**config.mk**
```make
export PLATFORM = sky130hd
export DESIGN_NAME = sat_counter
export DESIGN_NICKNAME = d
export VERILOG_FILES = /design/src/rtl/fg_seq_checker_sat_counter.sv
export SDC_FILE = /design/constraint.sdc
export NUM_CORES = 1
export LEC_CHECK = 0
export ABC_AREA = 0
export CAP_MARGIN = 20
export CORE_AREA = 2 2 39 41
export DETAILED_ROUTE_END_ITERATION = 8
export DIE_AREA = 0 0 41 43
export DONT_BUFFER_PORTS = 1
export SETUP_SLACK_MARGIN = 0.3
export SYNTH_ARGS = -nofsm -noshare
export SYNTH_HDL_FRONTEND = slang
export SYNTH_SLANG_ARGS = --single-unit
```
**constraint.sdc**
```tcl
create_clock -name clk_i -period 1.9 [get_ports clk_i]
set_input_delay 0.285 -clock clk_i [delete_from_list [all_inputs] [get_ports clk_i]]
set_output_delay 0.285 -clock clk_i [all_outputs]
set_load 0.01 [all_outputs]
```
**src/rtl/fg_seq_checker_sat_counter.sv**
```systemverilog
// Saturating up-counter with synchronous clear and asynchronous active-low reset.
module sat_counter #(
    parameter int WIDTH = 8
) (
    input  logic             clk_i,
    input  logic             rst_ni,
    input  logic             inc_i,
    input  logic             clr_i,
    output logic [WIDTH-1:0] count_o
);

    logic [WIDTH-1:0] count_q;
    logic [WIDTH-1:0] count_d;

    // Clear has priority over increment; the count sticks at all-ones.
    always_comb begin
        count_d = count_q;
        if (clr_i) begin
            count_d = '0;
        end else if (inc_i && (count_q != {WIDTH{1'b1}})) begin
            count_d = count_q + 1'b1;
        end
    end

    always_ff @(posedge clk_i or negedge rst_ni) begin
        if (!rst_ni) begin
            count_q <= '0;
        end else begin
            count_q <= count_d;
        end
    end

    assign count_o = count_q;

endmodule

```
==> impl_metrics.py, run 1 <==
metrics = {
    "detailed_routing": {
        "vias_per_cell": 5.779,
        "drt_iter0_markers": 3,
        "drcViolationCount": 0,
        "first_pass_iters": 4,
        "wire_per_inst_um": 14.18,
        "vias": 393,
        "postRouteAntennaNets": 0,
        "routed_wl_um": 964,
    },
    "setup_path": {
        "crit_type": "register to register",
        "worstSetupStartpointType": "register",
        "worstSetupEndpointType": "register",
        "crit_required_ns": 2.04,
        "worstReg2RegStart": "count_o[0]",
        "cp.arrival_ns": 1.63,
        "crit_start": "count_o[0]",
        "critPathMaxFanout": 7,
    },
    "floorplan": {
        "die-area_um2": 1763,
        "start_util_pct": 33.54,
        "die_y_um": 43,
        "pin_count": 12,
        "core_area_um2": 1384,
        "die_x_um": 41,
        "fp-row-count": 14,
    },
    "logic_synthesis": {
        "postSynthCellCount": 49,
        "async_flop_share_pct": 100.0,
        "yosys_warnings": 0,
        "netlist_area_um2": 464.2,
        "synth_top_area_share_pct": 43.13,
        "synth_nets": 54,
        "synth.avg_cell_area_um2": 9.473,
        "synth_largest_area_cell": "dfrtp_1",
        "synthMuxAreaShare_pct": 7.008,
        "yosys-top-cells-count": "dfrtp_1, nor3_1, a21oi_1, nand2b_1, nor2b_1",
        "yosysMostFrequentCell": "dfrtp_1",
        "synth_area_leaders": "dfrtp_1, mux2_2, nor3_1",
        "synth_ff_type": "dfrtp_1",
        "synth-simple-area-share_pct": 31.00,
        "synth_fa_ha_area_share_pct": 2.695,
        "yosysUniqueCellTypes": 28,
        "ys_seq_area_share_pct": 43.13,
        "ys_seq_elements": 8,
        "synth_top_family_by_area": "simple AND/OR/NAND/NOR gates",
        "synthXorXnorAreaFrac_pct": 0,
        "synth_edf_count": 0,
        "synth_compound_area_share_pct": 12.67,
    },
    "placed_design": {
        "dp.cells": 63,
        "port_buffers": 0,
        "pre_cts_slack_ns": 0.2205,
        "place_area_um2": 479.2,
        "hpwlAfterDp_um": 689.2,
        "place.gp.congestion": 0.8108,
    },
    "sta": {
        "relSlewSlack_pct": 73.62,
        "worst_pin_slew_ns": 0.3857,
        "clock-skew-final_ns": 0.0007573,
        "hold_ws_ns": 0.08754,
        "rsz0062_at_grt": "no",
        "fin_crit_ns": 1.491,
        "hold_viol": 0,
        "fin_tns_setup_ns": 0,
        "max_freq_mhz": 670.7,
        "slew_viol_final": 0,
        "layout_setup_ws_ns": 0.4090,
        "min_period_over_period_pct": 78.48,
        "finalSetupViolations": 0,
    },
    "final_layout": {
        "diodes": 0,
        "area_growth_pct": 16.17,
        "final_area_um2": 539.3,
        "finish.net_count": 59,
        "largest_reg_flops": 8,
        "utilization_pct": 38.97,
        "stdcell_count": 68,
        "drive_gt1_share_pct": 25.00,
    },
    "power": {
        "p_leak_nw": 0.2042,
        "total_power_mw": 0.3432,
        "ir_worst_vdd_mv": 0.2936,
        "pwr_density_cell_nw_per_um2": 636.4,
    },
    "clocking": {
        "cts_inserted_buffers": 3,
        "clkSinkCount": 8,
        "cts_tree": "done",
        "clkLatencyLatePin_ns": 0.26,
        "htree_levels": 1,
        "cts_root_buffer": "clkbuf_4",
        "cts_buffer_depth": 2,
        "path_clk_slew_ns": 0.06,
    },
    "global_route": {
        "grt_antenna_before_repair": 0,
        "grt_max_degree": 12,
        "grt_usage_pct": 14.42,
        "grt_pass1_vias": 359,
        "grt_overflow_total": 0,
        "grt_pass1_wl_um": 1697,
    },
    "job": {
        "cap_viol_max_count": 0,
    },
    "run_status": {
        "status": "completed",
    },
    "worst_hold_path": {
        "hp-start": "clr_i",
        "hold_path_class": "input port to register",
    },
}
[layout make-up]
type	instances	area, um^2
Clock buffer	3	22.52
Inverter	2	7.507
Tap cell	16	20.02
Timing Repair Buffer	2	17.52
Multi-Input combinational cell	37	269.0
Sequential cell	8	202.7
Fill cell	148	844.6
[report_power, final]
| part | leakage, nW | switching [mW] | total (mW) | internal, mW |
|---|---|---|---|---|
| Clock | 0.0138 | 0.0629 | 0.136 | 0.0726 |
| Combinational | 0.0830 | 0.00918 | 0.0221 | 0.0129 |
| Sequential | 0.107 | 0.0103 | 0.186 | 0.175 |
[metal layers]
metal | vias to the layer above | GRT usage (%) | share of wire [%]
li1 | 189 | - | -
met1 | 187 | 19.87 | 44
met2 | 12 | 18.44 | 46
met3 | 5 | 4.188 | 6.3
met4 | 0 | 10.00 | 2.8
met5 | - | 0 | 0
[final timing paths]
path,endpoint,slack (ns),cells past startpoint
max,count_o[0],0.41,4
min,count_o[7],0.09,1
max reg2reg,count_o[0],0.41,4
min reg2reg,count_o[7],0.62,2
max in group asynchronous,count_o[1],1.23,1
min in group asynchronous,count_o[5],0.38,1
[layout by cell type, fill, tap and decap left out]
cell type      n
nor4_1         1
mux2i_1        1
dfrtp_2        2
clkbuf_4       3
a21oi_2        1
nor2_1         2
ha_4           1
and4_4         1
nor3_1         4
nand2_1        2
nor3b_1        1
nand4_1        1
a31oi_1        1
a21oi_1        2
buf_4          1
a211oi_1       1
nor2b_1        3
dlygate4sd3_1  1
nand3_2        1
or3_1          1
nand2b_1       3
a41oi_1        1
nand3_1        2
dfrtp_1        6
and4_1         1
o21ai_0        1
a2111oi_0      1
a21boi_2       1
mux2_2         2
inv_1          2
and3_1         1
[cell families after synthesis]
family / after synthesis
and+or+nand+nor: 24
AOI/OAI and AO/OA: 9
DFF: 8
buffers and inverters: 4
muxes: 3
adders and majority gates: 1
[repair_timing]
action                     CTS  global route
gates resized for setup      3             3
pin swaps                    0             1
hold endpoints to repair     8             0
setup endpoints to repair    2             2
gates cloned                 0             0
hold buffers                 1             0
buffers inserted             0             1
[worst max-delay path, stage by stage, from the launching register on]
cell and delay [ns]:
dfrtp_2 0.47, ha_4 0.21, and4_4 0.20, a21boi_2 0.16
mux2_2 0.34
No activity file was read; power rests on OpenSTA's default activity.
==> run 2: changes to the inputs <==
Clock period 1.9 ns to 1.2 ns, I/O delays scaled along.
==> run 2 against run 1 <==
Net effect:
- the run now ends with setup timing left
- combinational power grew to 3.9 times the previous value
- sequential power is 54% higher
- fmax is 9.4% higher
- sequential share of layout area is 14 points lower
- first-iteration DRC count grew to 2.7 times the previous value
- setup slack worse by 0.57 ns
- flip-flop and latch count stayed put
- core utilization is 25 points higher
- non-clock buffer count is 22 higher
==> impl_metrics.py, run 2 (synthesis gave the netlist of run 1 again) <==
metrics = {
    "run_status": {
        "status": "finished, violations left",
        "violations": "setup timing",
    },
    "sta": {
        "slew_viol_final": 0,
        "rsz0062_at_grt": "yes",
        "min_period_over_period_pct": 113.6,
        "fin_crit_ns": 1.363,
        "max_freq_mhz": 733.9,
        "worst_pin_slew_ns": 0.3990,
        "clock-skew-final_ns": 0.007457,
        "layout_setup_ws_ns": -0.1627,
        "relSlewSlack_pct": 73.31,
        "hold_viol": 0,
        "finalSetupViolations": 8,
    },
    "power": {
        "p_sw_mw": 0.1410,
        "p_leak_nw": 0.3565,
        "pwr_density_cell_nw_per_um2": 657.0,
        "pwr-share-comb_pct": 14.8,
        "power_frac_seq_pct": 49.3,
        "p_sw_share_pct": 24.29,
        "internal_power_mw": 0.4394,
        "ir_worst_vdd_mv": 0.4422,
        "power_frac_clock_pct": 35.9,
    },
    "setup_path": {
        "critPathMaxFanout": 3,
        "worstSetupEndpointType": "register",
        "crit_required_ns": 1.33,
        "crit_type": "register to register",
        "worstSetupStartpointType": "register",
        "cp.arrival_ns": 1.49,
    },
    "placed_design": {
        "port_buffers": 0,
        "dp.cells": 77,
        "place.gp.congestion": 0.7344,
        "hpwlAfterDp_um": 884,
    },
    "final_layout": {
        "largest_reg_flops": 8,
        "drive_gt1_share_pct": 66.22,
        "diodes": 0,
        "utilization_pct": 63.83,
        "finish.net_count": 81,
        "layout_common_cells": "buf_6, buf_4, dfrtp_2, dfrtp_1",
        "final_common_cell": "buf_6",
        "area_growth_pct": 90.30,
        "stdcell_count": 90,
    },
    "floorplan": {
        "die_x_um": 41,
        "die-area_um2": 1763,
        "fp-row-count": 14,
        "die_y_um": 43,
        "start_util_pct": 33.54,
        "core_area_um2": 1384,
        "pin_count": 12,
    },
    "job": {
        "cap_viol_max_count": 0,
    },
    "global_route": {
        "grt_pass1_vias": 484,
        "grt_pass1_wl_um": 2083,
        "grt_usage_pct": 17.86,
        "grt_antenna_before_repair": 0,
        "grt_max_degree": 10,
        "grt_overflow_total": 0,
    },
    "detailed_routing": {
        "first_pass_iters": 4,
        "routed_wl_um": 1414,
        "vias": 488,
        "drt_iter0_markers": 8,
        "postRouteAntennaNets": 0,
        "wire_per_inst_um": 15.71,
        "vias_per_cell": 5.422,
        "drcViolationCount": 0,
    },
    "worst_hold_path": {
        "hold_path_class": "input port to register",
    },
    "clocking": {
        "cts_root_buffer": "clkbuf_4",
        "htree_levels": 1,
        "clkSinkCount": 8,
        "cts_tree": "done",
        "path_clk_slew_ns": 0.05,
        "cts_buffer_depth": 2,
        "clkLatencyLatePin_ns": 0.25,
        "cts_inserted_buffers": 3,
    },
}
## run 2: cell count changes in the layout (fill, tap and decap cells not counted), moves of 2 or more
cell     before  now
buf_4         1   10
dfrtp_2       2    4
dfrtp_1       6    4
mux2_4        0    2
nor3_1        4    1
nor3_2        0    2
buf_6         0   12
mux2_2        2    0
## run 2: final timing paths
path / startpoint / end / slack [ns] / depth (start not counted)
min in group asynchronous: rst_ni / count_o[4] / 0.28 / 1
max in group asynchronous: rst_ni / count_o[1] / 0.60 / 1
setup reg to reg: count_o[1] / count_o[0] / -0.16 / 4
hold / removal: clr_i / count_o[1] / 0.1 / 2
hold reg to reg: count_o[7] / count_o[7] / 0.69 / 3
setup / recovery: count_o[1] / count_o[0] / -0.16 / 4
## run 2: what timing repair did
| item | 4_1_cts | 5_1_grt |
|---|---|---|
| hold buffers | 2 | 0 |
| setup buffers | 7 | 1 |
| hold endpoints to repair | 13 | 0 |
| gates resized for setup | 23 | 13 |
| pin swaps | 1 | 6 |
| setup endpoints to repair | 16 | 16 |
## run 2: power groups by stage
stage	Sequential [mW]	Clock, mW	Combinational, mW
6_report	0.286	0.208	0.0857
3_5_place_dp	0.290	0	0.0494
4_1_cts	0.285	0.216	0.0802
2_1_floorplan	0.296	0	0.0327
5_1_grt	0.287	0.235	0.0933
3_3_place_gp	0.290	0	0.0489
## run 2: cell type report
class,instances,area [um^2]
Clock buffer,3,22.52
Fill cell,116,500.5
Inverter,2,7.507
Multi-Input combinational cell,37,397.9
Sequential cell,8,205.2
Tap cell,16,20.02
Timing Repair Buffer,24,230.2
## run 2: critical path, stage by stage, from the launching register on
cell      delay (ns)
dfrtp_2         0.43
ha_4            0.16
and4_4          0.20
a21boi_4        0.15
mux2_4          0.31
## run 2: metrics by stage
step | hold slack, ns | power, mW | setup slack [ns] | setup TNS [ns] | instance area [um^2]
final | 0.09968 | 0.5804 | -0.1627 | -0.7049 | 883.3
after global routing | 0.09401 | 0.6151 | -0.2133 | -1.131 | 883.3
after CTS | 0.09923 | 0.5816 | -0.1472 | -0.6191 | 802.0
after detailed placement | -0.1153 | 0.3394 | -0.2011 | -0.7556 | 606.8
after global placement | -0.1153 | 0.3387 | -0.1751 | -0.6126 | 606.8
after floorplan | -0.1156 | 0.3291 | -0.2278 | -0.5467 | 490.5
## run 2: metal layers
layer	GRT usage (%)	wire, um
met2	28.13	773
met4	10.00	0
met3	4.712	72
met1	20.59	567
met5	0	0
==> run 3: changes to the inputs <==
Settings changed: CAP_MARGIN 20 to default.
==> results of run 3 <==
Final layout, timing and power as in run 2 (identical DEF).
